--- config.mk ---
export PLATFORM = sky130hd
export DESIGN_NAME = sar_search
export DESIGN_NICKNAME = d
export VERILOG_FILES = /design/src/rtl/sar_pkg.sv /design/src/rtl/sar_search.sv
export SDC_FILE = /design/constraint.sdc
export NUM_CORES = 1
export LEC_CHECK = 0
export ABC_CLOCK_PERIOD_IN_PS = 2300
export CORE_AREA = 2 2 79 81
export DETAILED_ROUTE_END_ITERATION = 10
export DIE_AREA = 0 0 81 83
export PLACE_DENSITY = 0.45
export SLEW_MARGIN = 20
export SYNTH_ARGS = -nofsm -noshare
export SYNTH_HDL_FRONTEND = slang
export SYNTH_SLANG_ARGS = --single-unit
--- constraint.sdc ---
create_clock -name clk -period 2.3 [get_ports clk]
set_input_delay 0.345 -clock clk [delete_from_list [all_inputs] [get_ports clk]]
set_output_delay 0.345 -clock clk [all_outputs]
set_load 0.1 [all_outputs]
--- src/rtl/sar_pkg.sv ---
// sar_pkg: shared state encoding and default width for the SAR search block.
package sar_pkg;
  localparam int SAR_WIDTH = 8;
  typedef enum logic [1:0] {IDLE = 2'd0, SEARCH = 2'd1, DONE = 2'd2} sar_state_e;
endpackage

--- src/rtl/sar_search.sv ---
// sar_search: successive-approximation search driving an external comparator,
// one trial per cycle, with early exit on equality and abort on illegal codes.
module sar_search
  import sar_pkg::*;
#(
  parameter int WIDTH = SAR_WIDTH
) (
  input  logic             clk,
  input  logic             rst_n,
  input  logic             start,
  input  logic             cmp_lt,
  input  logic             cmp_gt,
  input  logic             cmp_eq,
  output logic [WIDTH-1:0] guess,
  output logic             busy,
  output logic             done,
  output logic [WIDTH-1:0] result,
  output logic             exact,
  output logic             err
);
  localparam int IW = $clog2(WIDTH);
  sar_state_e state_q, state_d;
  logic [WIDTH-1:0] guess_q, guess_d, result_q, result_d, g;
  logic [IW-1:0] idx_q, idx_d;
  logic exact_q, exact_d, err_q, err_d, one_hot;
  // odd count of set bits, excluding all three, means exactly one set
  assign one_hot = (cmp_lt ^ cmp_gt ^ cmp_eq) & ~(cmp_lt & cmp_gt & cmp_eq);
  always_comb begin
    state_d  = state_q;
    guess_d  = guess_q;
    idx_d    = idx_q;
    result_d = result_q;
    exact_d  = exact_q;
    err_d    = err_q;
    g        = guess_q;
    if (state_q == IDLE && start) begin
      guess_d = {1'b1, {(WIDTH-1){1'b0}}};
      idx_d   = IW'(WIDTH-1);
      exact_d = 1'b0;
      err_d   = 1'b0;
      state_d = SEARCH;
    end else if (state_q == SEARCH) begin
      if (!one_hot) begin
        result_d = guess_q;
        err_d    = 1'b1;
        state_d  = DONE;
      end else if (cmp_eq) begin
        result_d = guess_q;
        exact_d  = 1'b1;
        state_d  = DONE;
      end else begin
        g[idx_q] = g[idx_q] & ~cmp_lt;
        if (idx_q != '0) begin
          g[idx_q - IW'(1)] = 1'b1;
          idx_d = idx_q - IW'(1);
        end else begin
          result_d = g;
          exact_d  = 1'b0;
          state_d  = DONE;
        end
        guess_d = g;
      end
    end else if (state_q == DONE) begin
      state_d = IDLE;
    end
  end
  always_ff @(posedge clk or negedge rst_n) begin
    if (!rst_n) begin
      state_q  <= IDLE;
      guess_q  <= '0;
      idx_q    <= '0;
      result_q <= '0;
      exact_q  <= 1'b0;
      err_q    <= 1'b0;
    end else begin
      state_q  <= state_d;
      guess_q  <= guess_d;
      idx_q    <= idx_d;
      result_q <= result_d;
      exact_q  <= exact_d;
      err_q    <= err_d;
    end
  end
  assign guess  = guess_q;
  assign result = result_q;
  assign exact  = exact_q;
  assign err    = err_q;
  assign busy   = state_q == SEARCH;
  assign done   = state_q == DONE;
endmodule
# Word level (Yosys, flattened, before mapping)
# Index checks and enable logic that the tools add are counted.
# totals
reg_bits	23
inputBits	6
out_inout_bits	20
wordCells	77
# op_classes
add_sub_neg	1
magnitude_cmp	4
eq_ne	7
muxes	34
bitwise_logic	10
n_reduce_logical	15
# op_table
operator	count
$mux W8	8
$mux W3	5
$mux W2	6
$mux W1	11
$reduce_and A3 Y1	3
$bwmux W8	1
$lt A3 B4 Y1 const B	2
$or A8 B8 Y8	1
$demux W1 S3	2
$ge A3 B1 Y1 const B	2
$ne A3 B3 Y1 const B	2
$reduce_bool A2 Y1	3
$reduce_bool A3 Y1	2
$ne A5 B5 Y1 const B	1
$and A1 B1 Y1	4
$ne A2 B1 Y1 const B	2
$reduce_and A2 Y1	2
$reduce_and A4 Y1	1
$bmux W1 S3	1
$logic_and A1 B1 Y1	3
$not A1 Y1	3
$sub A3 B1 Y3 const B	1
$eq A2 B1 Y1 const B	1
$eq A2 B2 Y1 const B	1
2 further kinds	3

# Longest topological paths before layout
# logic_depth
word_depth	11
depth_mapped	7
depth_no_buf	6

# Least setup slack after synthesis
# No wires, ideal clock.
# synth_timing
path_type	reg-to-reg
startpoint	register state_q[1]
endpoint	register guess_q[2] (netlist: guess[2])
setup_time_ps	126
arrival_ps	2362
required_ps	2174
slack_ps	-188
path_stages_with_launch	8
n_path_buf	1
synth_period_minus_slack_ps	2488
cell_sequence	dfrtp_1 > inv_1 > ha_1 > clkbuf_1 > nor4bb_1 > nand2_1 > a32oi_1 > o21ai_2
# synth_via
elab_cells_between_ends	8
cone_classes	eq/ne (2); mux (1); reduce/logical (5)
# synth_lines
element	line_no	rtl
from (decl)	sar_search.sv:22	sar_state_e state_q, state_d;
from (signal assigned)	sar_search.sv:76	state_q <= state_d;
$eq A2 B1 Y1	-	
via busy	sar_search.sv:15	output logic busy,
$reduce_bool A2 Y1 (no source line)	-	
$reduce_and A3 Y1 (no source line)	-	
to (signal assigned)	sar_search.sv:77	guess_q <= guess_d;
to (decl)	sar_search.sv:23	logic [WIDTH-1:0] guess_q, guess_d, result_q, result_d, g;
# The timed path passes the listed nets, and every way through them passes these cells.
# A chain may end at the register's enable or synchronous reset.

# Worst setup path after layout
# layout_timing
startpoint	input port cmp_lt
endpoint	register guess_q[1] (netlist: guess[1])
# layout_via
elab_chain_cells	9
elab_cells_between_ends	17
cone_classes	mux (6); bitwise (9); reduce/logical (2)
# layout_lines
element	line_no	rtl
from (decl)	sar_search.sv:11	input logic cmp_lt,
$not A1 Y1	sar_search.sv:52	g[idx_q] = g[idx_q] & ~cmp_lt;
$and A1 B1 Y1	sar_search.sv:52	
$bwmux W8	sar_search.sv:52	
$or A8 B8 Y8 (no source line)	-	
$mux W8	sar_search.sv:53	if (idx_q != '0) begin
$mux W8	sar_search.sv:47	end else if (cmp_eq) begin
$mux W8	sar_search.sv:43	if (!one_hot) begin
$mux W8	sar_search.sv:42	end else if (state_q == SEARCH) begin
$mux W8	sar_search.sv:36	if (state_q == IDLE && start) begin
# Several ways; a longest one is shown, not always the timed one. The select of a mux whose other input is x is not followed.

==> flow_metrics.env <==
export IMPL_worstPathCellList="clkdlybuf4s50_1, ha_1, buf_4, nand4b_2, o311a_1, a21oi_1, o41ai_2"
export IMPL_cts_tree="built"
export IMPL_powerDensity_nw_per_um2=1460
export IMPL_path_max_fanout=6
export IMPL_cts_hold_buf=0
export IMPL_avgSynthCellArea_um2=9.33
export IMPL_track_usage_pct=13.0
export IMPL_syn2layout_area_growth_pct=28.8
export IMPL_cts_resized=0
export IMPL_ys_types=40
export IMPL_initialDrtViolationCount=105
export IMPL_crit_buf_inv=2
export IMPL_cp_slowest_cell="clkdlybuf4s50_1"
export IMPL_dpl_cell_count=259
export IMPL_initial_core_util_pct=24.7
export IMPL_firstDrtPassIters=4
export IMPL_arrival_ns=2.12
export IMPL_htreeDepth=1
export IMPL_core_um2=5820
export IMPL_worstMarginPinSlew_ns=0.365
export IMPL_setup_violations=0
export IMPL_min_period_ns=1.98
export IMPL_path_delay_family="buffers and inverters"
export IMPL_drive_gt1_share_pct=25.0
export IMPL_crit_type="primary input to flop"
export IMPL_cts_setup_buffers=0
export IMPL_syn_area_um2=1440
export IMPL_mostFrequentLayoutCells="buf_4, dfrtp_1, nand2_1"
export IMPL_clockBufferDepth=2
export IMPL_synth_seq_area_share_pct=40.1
export IMPL_yosysWarnings=0
export IMPL_status="finished clean"
export IMPL_clock_sinks=23
export IMPL_grt_max_degree=24
export IMPL_dr_total_vias=1324
export IMPL_hold_class="primary input to async pin"
export IMPL_multiInputGateArea_um2=818
export IMPL_syn_nets=166
export IMPL_yosysTopAreaCellShare_pct=40.1
export IMPL_layout_nets=201
export IMPL_wl_per_cell_um=15.6
export IMPL_p_leak_nw=0.815
export IMPL_slew_headroom_pct=75.6
export IMPL_fin_setup_tns_ns=0
export IMPL_maxCapViolCount=0
export IMPL_via_per_inst=5.03
export IMPL_dp_hpwl_um=3090
export IMPL_grt_pass1_vias=1341
export IMPL_finalWorstSetupSlack_ns=0.325
export IMPL_cts_buffers=3
export IMPL_cts_root_buffer="clkbuf_8"
export IMPL_detail_route_wirelength_um=4120
export IMPL_top_level_ports=26
export IMPL_synthTopCellsByArea="dfrtp_1, ha_1, nand2_1"
export IMPL_dieArea_um2=6720
export IMPL_grt_pass1_wl_um=6940
export IMPL_rsz0062_at_grt="false"
export IMPL_drc=0
export IMPL_final_common_cell="buf_4"
export IMPL_detail_route_antenna_nets=0
export IMPL_path_clk_slew_ns=0.09
export IMPL_die_x_um=81
export IMPL_maxSlewViolCount=0
export IMPL_cp_data_required_time_ns=2.45
export IMPL_gp_congestion=0.837
export IMPL_synth_top_area_cell="dfrtp_1"
export IMPL_ir_worst_vdd_v=0.000984
export IMPL_fill_cells=647
export IMPL_antenna_found_initial=0
export IMPL_synth_seq_cells=23
export IMPL_grt_ovfl_total=0
export IMPL_startpoint_type="primary input"
export IMPL_hold_violations=0
export IMPL_max_freq_mhz=506
export IMPL_dp_slack_ns=0.0437
export IMPL_fin_skew_ns=0.00386
export IMPL_diodes=0
export IMPL_io_buffers=25
export IMPL_slowest_delay_ns=0.46
export IMPL_end_kind="flop"
export IMPL_syn_inst=154
export IMPL_finalCritPeriodShare_pct=85.9
export IMPL_fin_cells=263
export IMPL_insertion_delay_ns=0.27
export IMPL_row_count=28
export IMPL_seq_area_um2=576
export IMPL_die_h_um=83
## worst reg2reg max path: stages (launching register included)
cell and delay [ns]:
dfrtp_1 0.54, mux2_1 0.37, mux4_2 0.58, nand2_4 0.16, o41ai_2 0.08
## state kept, by name, summed over array words and instances, names as in the netlist
signal and cells:
exact 1, idx_q 3, state_q 2, err 1
result 8, guess 8
## through the flow
| stage | hold WS (ns) | util, % | area, µm² | total power, mW |
|---|---|---|---|---|
| 6_report | 0.432 | 31.8 | 1850 | 2.71 |
| 2_1_floorplan | 0.0494 | - | 1440 | 2.01 |
| 3_3_place_gp | 0.467 | 31.0 | 1810 | 2.45 |
| 3_5_place_dp | 0.474 | 31.0 | 1810 | 2.45 |
| 5_1_grt | 0.473 | 31.8 | 1850 | 2.88 |
| 4_1_cts | 0.448 | 31.8 | 1850 | 2.73 |
## path summary, 6_finish.rpt
| kind | slack [ns] | start | end | cells past startpoint |
|---|---|---|---|---|
| worst max register to register | 0.44 | idx_q[0] | guess[1] | 4 |
| worst max-delay path | 0.32 | cmp_lt | guess[1] | 7 |
| worst min register to register | 0.49 | result[5] | result[5] | 2 |
| max in group asynchronous | 1.63 | rst_n | idx_q[2] | 2 |
| min in group clk | 0.49 | result[5] | result[5] | 2 |
| worst min-delay path | 0.43 | rst_n | result[1] | 2 |
## final cells by class
cell class	instances	share of cell area, %
sequential	23	31.1
timing repair buffer	37	16.4
inverter	4	0.811
tap	75	5.07
multi-input combinational	120	44.2
clock buffer	4	2.43
## cell families after synthesis
family                     synth area share (%)
muxes                                      6.27
adders and majority gates                  5.23
DFF                                        40.1
xor gates and xnor gates                  0.610
buffers and inverters                      3.14
AOI/OAI and AO/OA                          22.9
and+or+nand+nor                            21.8
## where the power goes
group,total [mW],internal [mW],switching (mW)
clock network,0.265,0.124,0.141
registers,0.652,0.532,0.120
logic,1.79,0.462,1.33
total,2.71,1.12,1.59
## layer usage
metal	vias up	GRT usage, %	part of all wire, %
met5	-	0	0
met4	0	3.39	0.41
met3	2	2.07	4.5
met2	31	20.7	47
met1	654	18.0	48
li1	637	-	-
## Yosys cell counts
| master | number |
|---|---|
| dfrtp_1 | 23 |
| nand2_1 | 17 |
| nor2_1 | 13 |
| o21ai_0 | 11 |
| a21oi_1 | 8 |
| a31oi_1 | 7 |
| clkbuf_1 | 6 |
| ha_1 | 6 |
| nor3_1 | 6 |
| nand2b_1 | 5 |
| mux2_1 | 4 |
| a32oi_1 | 3 |
| inv_1 | 3 |
| nand3_1 | 3 |
| o21ai_1 | 3 |
| and2_1 | 2 |
| mux2_2 | 2 |
| nand3b_1 | 2 |
| nand4b_1 | 2 |
| nor2b_1 | 2 |
| o211a_1 | 2 |
| o211ai_1 | 2 |
| o21ai_2 | 2 |
| o311a_1 | 2 |
| o31ai_1 | 2 |
| o41ai_2 | 2 |
| a21o_1 | 1 |
| and3_1 | 1 |
| and3b_1 | 1 |
| and4_1 | 1 |
| buf_4 | 1 |
| inv_2 | 1 |
| mux4_2 | 1 |
| nand2_4 | 1 |
| nand4b_2 | 1 |
| nor4_1 | 1 |
| nor4bb_1 | 1 |
| o31a_1 | 1 |
| o31ai_2 | 1 |
| xnor2_1 | 1 |
Power figures use the tool's default switching activity.
==> variant 1: new RTL, same settings <==
The package constant `SAR_WIDTH` goes from 8 to 16.
--- a/src/rtl/sar_pkg.sv
+++ b/src/rtl/sar_pkg.sv
@@ -1,6 +1,6 @@
 // sar_pkg: shared state encoding and default width for the SAR search block.
 package sar_pkg;
-  localparam int SAR_WIDTH = 8;
+  localparam int SAR_WIDTH = 16;
   typedef enum logic [1:0] {IDLE = 2'd0, SEARCH = 2'd1, DONE = 2'd2} sar_state_e;
 endpackage
 
Ports: changed (resized guess and result); port bits go from 26 to 42. No check against the original RTL was run, so the function may have changed too.
==> variant 1 against the original RTL <==
Wire length increased by 61%; cell count increased by 43%; sequential power increased by 38%; final area increased by 68%; power increased by 27%; clock skew increased by 0.0026 ns; area after synthesis increased by 71%; sequential cell count increased by 17; worst setup slack got worse by 0.0074 ns; largest power group unchanged; highest routed layer unchanged.
==> variant 1: results (changes against the original RTL) <==
\begin{tabular}{lr}
\hline
Metric & Value \\
\hline
\multicolumn{2}{l}{\textbf{Outcome}} \\
\quad Outcome & complete, no violations (unchanged) \\
\multicolumn{2}{l}{\textbf{Hold path}} \\
\quad Worst hold path type & flip-flop to flip-flop (was primary input to asynchronous set/reset pin) \\
\multicolumn{2}{l}{\textbf{Clocking}} \\
\quad CTS Hold Buffers Added & 1 (was 0) \\
\quad CTS H-Tree Depth & 2 (was 1) \\
\quad Clock latency of the later-clocked register in the worst-skew pair & 0.30 ns (was 0.27 ns) \\
\multicolumn{2}{l}{\textbf{Yosys}} \\
\quad Yosys cell types & 54 (was 40) \\
\quad Sequential element share of the synthesized area & 0.408 (was 0.401) \\
\quad Compound-Gate Fraction of Synth Area & 0.188 (was 0.229) \\
\quad XOR/XNOR Fraction of Synth Area & 0.0179 (was 0.00610) \\
\quad Post-synthesis mux area share & 0.0914 (was 0.0627) \\
\quad Average size of a mapped cell & 10.0 um\^{}2 (was 9.33 um\^{}2) \\
\multicolumn{2}{l}{\textbf{Cells and area}} \\
\quad Number of filler cells placed in the layout & 561 (was 647) \\
\quad Inverters & 10 (was 4) \\
\quad Design area & 3100 um\^{}2 (was 1850 um\^{}2) \\
\quad \# nets final & 320 (was 201) \\
\quad Count of non-filler cells in the finished layout & 376 (was 263) \\
\quad Clock Network Area Fraction & 0.0416 (was 0.0243) \\
\multicolumn{2}{l}{\textbf{Placed design}} \\
\quad Port Buf Inserts & 41 (was 25) \\
\quad Area of placed instances & 2960 um\^{}2 (was 1810 um\^{}2) \\
\quad Placer's final routability congestion estimate & 0.917 (was 0.837) \\
\quad Post-placement setup slack & 0.0700 ns (was 0.0437 ns) \\
\quad Cell Count Post-Placement & 368 (was 259) \\
\multicolumn{2}{l}{\textbf{Detailed routing}} \\
\quad Routed WL per cell & 17.6 um (was 15.6 um) \\
\quad Detailed-routing wirelength on met1 & 2870 um (was 1970 um) \\
\quad Number of detailed-routing iterations run before antenna repair & 5 (was 4) \\
\multicolumn{2}{l}{\textbf{Power and ir drop}} \\
\quad Reported leakage power & 1.51 nW (was 0.815 nW) \\
\quad Part of the power in registers & 0.262 (was 0.241) \\
\multicolumn{2}{l}{\textbf{STA}} \\
\quad Post-Route Hold Slack & 0.504 ns (was 0.432 ns) \\
\quad Transition time of the tightest slew-check pin & 0.499 ns (was 0.365 ns) \\
\quad Max Freq & 504 MHz (was 506 MHz) \\
\multicolumn{2}{l}{\textbf{Setup path}} \\
\quad Largest stage delay, worst path & 0.41 ns (was 0.46 ns) \\
\quad Kind of cell with the highest combined delay on the critical path & simple AND/OR/NAND/NOR gates (was buffers and inverters) \\
\hline
\end{tabular}
[variant 1: cell count changes in the layout (fill, tap and decap cells not counted), moves of 6 or more]
cell	delta
sky130_fd_sc_hd__mux2_2	+12
sky130_fd_sc_hd__ha_1	+7
sky130_fd_sc_hd__o21ai_0	-8
sky130_fd_sc_hd__inv_1	+7
sky130_fd_sc_hd__dfrtp_1	+17
sky130_fd_sc_hd__nand2_1	+19
sky130_fd_sc_hd__buf_4	+26
sky130_fd_sc_hd__a32oi_1	+9
sky130_fd_sc_hd__nor3_1	-6
[variant 1: final timing paths]
check                      startpoint   endpoint  cells past startpoint
setup reg to reg             idx_q[1]  guess[15]                      7
max in group asynchronous       rst_n   guess[1]                      3
hold / removal              result[2]  result[2]                      2
setup / recovery             idx_q[1]  guess[15]                      7
hold reg to reg             result[2]  result[2]                      2
min in group asynchronous       rst_n  result[7]                      2
[variant 1: routing by layer]
layer,up-vias,GRT usage
li1,1009,-
met1,1034,0.285
met2,85,0.335
met3,12,0.0348
met4,0,0.0724
met5,-,0
==> variant 2: new RTL, config.mk and constraints unchanged <==
Made on the original files. Make the reset (`rst_n`) synchronous in one clocked block.
--- a/src/rtl/sar_search.sv
+++ b/src/rtl/sar_search.sv
@@ -64,7 +64,7 @@
       state_d = IDLE;
     end
   end
-  always_ff @(posedge clk or negedge rst_n) begin
+  always_ff @(posedge clk) begin
     if (!rst_n) begin
       state_q  <= IDLE;
       guess_q  <= '0;
Formal check against the unedited RTL: differs if rst_n is asserted again (counterexample within 4 cycles, from zero or initial values and one cycle with rst_n low); with rst_n held inactive, the same outputs for 10 cycles.
==> variant 2 against the original RTL <==
Register-to-register slack worse by 0.15 ns; sequential cell count unchanged; synthesized cell count up 17%; worst setup slack worse by 0.034 ns; count of clock-buffer cells in the layout unchanged; final area up 2.2%; global-route usage up 1.4 points; wire length up 8.4%; maximum frequency down 1.7%; area after synthesis up 2.9%; critical endpoint is now guess[1]; largest cell class unchanged.
Power is not compared: it rests on default switching activity, and its combinational part moved more than twofold at a synthesized area within 25%.
==> variant 2: results (changes against the original RTL) <==
\begin{tabular}{lr}
\hline
Metric & Value \\
\hline
\multicolumn{2}{l}{\textbf{Placed design}} \\
\quad Post-placement setup slack & 0.0988 ns (was 0.0437 ns) \\
\quad Final HPWL from detailed placement & 3460 um (was 3090 um) \\
\multicolumn{2}{l}{\textbf{Global routing}} \\
\quad Wire length of the first global-routing pass & 7650 um (was 6940 um) \\
\quad Global Route met2 Usage & 0.228 (was 0.207) \\
\quad Maximum number of pins on one net before global-route repair & 26 (was 24) \\
\quad Met1 demand-to-capacity share in global routing & 0.200 (was 0.180) \\
\multicolumn{2}{l}{\textbf{Cells and area}} \\
\quad \# nets final & 226 (was 201) \\
\quad Layout cells sized above 1 & 0.230 (was 0.250) \\
\quad Number of filler cells placed in the layout & 654 (was 647) \\
\quad Clock Network Area Fraction & 0.0238 (was 0.0243) \\
\quad Repair and plain buffers & 42 (was 37) \\
\quad Multi-input gate share of total cell area & 0.480 (was 0.442) \\
\quad Inverters & 15 (was 4) \\
\quad Layout buffering overhead excluding clock cells & 0.173 (was 0.164) \\
\quad Count of non-filler cells in the finished layout & 288 (was 263) \\
\multicolumn{2}{l}{\textbf{Detailed routing}} \\
\quad Routed WL per cell & 15.5 um (was 15.6 um) \\
\quad Initial DRC Count & 111 (was 105) \\
\multicolumn{2}{l}{\textbf{STA}} \\
\quad Transition time of the tightest slew-check pin & 0.449 ns (was 0.365 ns) \\
\quad Post-route clock skew & 0.00508 ns (was 0.00386 ns) \\
\multicolumn{2}{l}{\textbf{Yosys}} \\
\quad Post-synth ARST share & 0 (was 1.00) \\
\quad XOR/XNOR Fraction of Synth Area & 0.00593 (was 0.00610) \\
\multicolumn{2}{l}{\textbf{Setup path}} \\
\quad Data arrival, critical path & 2.18 ns (was 2.12 ns) \\
\quad Largest stage delay, worst path & 0.49 ns (was 0.46 ns) \\
\quad Largest fanout of any net on the critical path & 7 (was 6) \\
\quad Kind of cell with the highest combined delay on the critical path & compound AO/OA/AOI/OAI gates (was buffers and inverters) \\
\multicolumn{2}{l}{\textbf{Outcome}} \\
\quad Outcome & complete, no violations (unchanged) \\
\multicolumn{2}{l}{\textbf{Hold path}} \\
\quad Worst hold path type & flip-flop to flip-flop (was primary input to asynchronous set/reset pin) \\
\hline
\end{tabular}
variant 2: cell count changes after synthesis, sizes merged, moves of 6 or more:
cell	change
o21ai	-8
inv	+11
mux2	-6
dfxtp	+23
dfrtp	-23
nand2	-6
mux2i	+6
a211oi	+6
variant 2: stage by stage:
| stage | hold slack (ns) | power, mW | area [um^2] |
|---|---|---|---|
| 6_report | 0.455 | 1.21 | 1890 |
| 3_3_place_gp | 0.448 | 0.973 | 1850 |
| 2_1_floorplan | 0.490 | 0.813 | 1480 |
| 3_5_place_dp | 0.445 | 0.964 | 1850 |
| 4_1_cts | 0.457 | 1.23 | 1890 |
| 5_1_grt | 0.489 | 1.30 | 1890 |
variant 2: final timing paths:
| check | endpoint | slack, ns | cells past startpoint | from |
|---|---|---|---|---|
| setup / recovery | guess[1] | 0.29 | 7 | idx_q[1] |
| hold / removal | result[6] | 0.46 | 2 | result[6] |
| setup reg to reg | guess[1] | 0.29 | 7 | idx_q[1] |
| hold reg to reg | result[6] | 0.46 | 2 | result[6] |
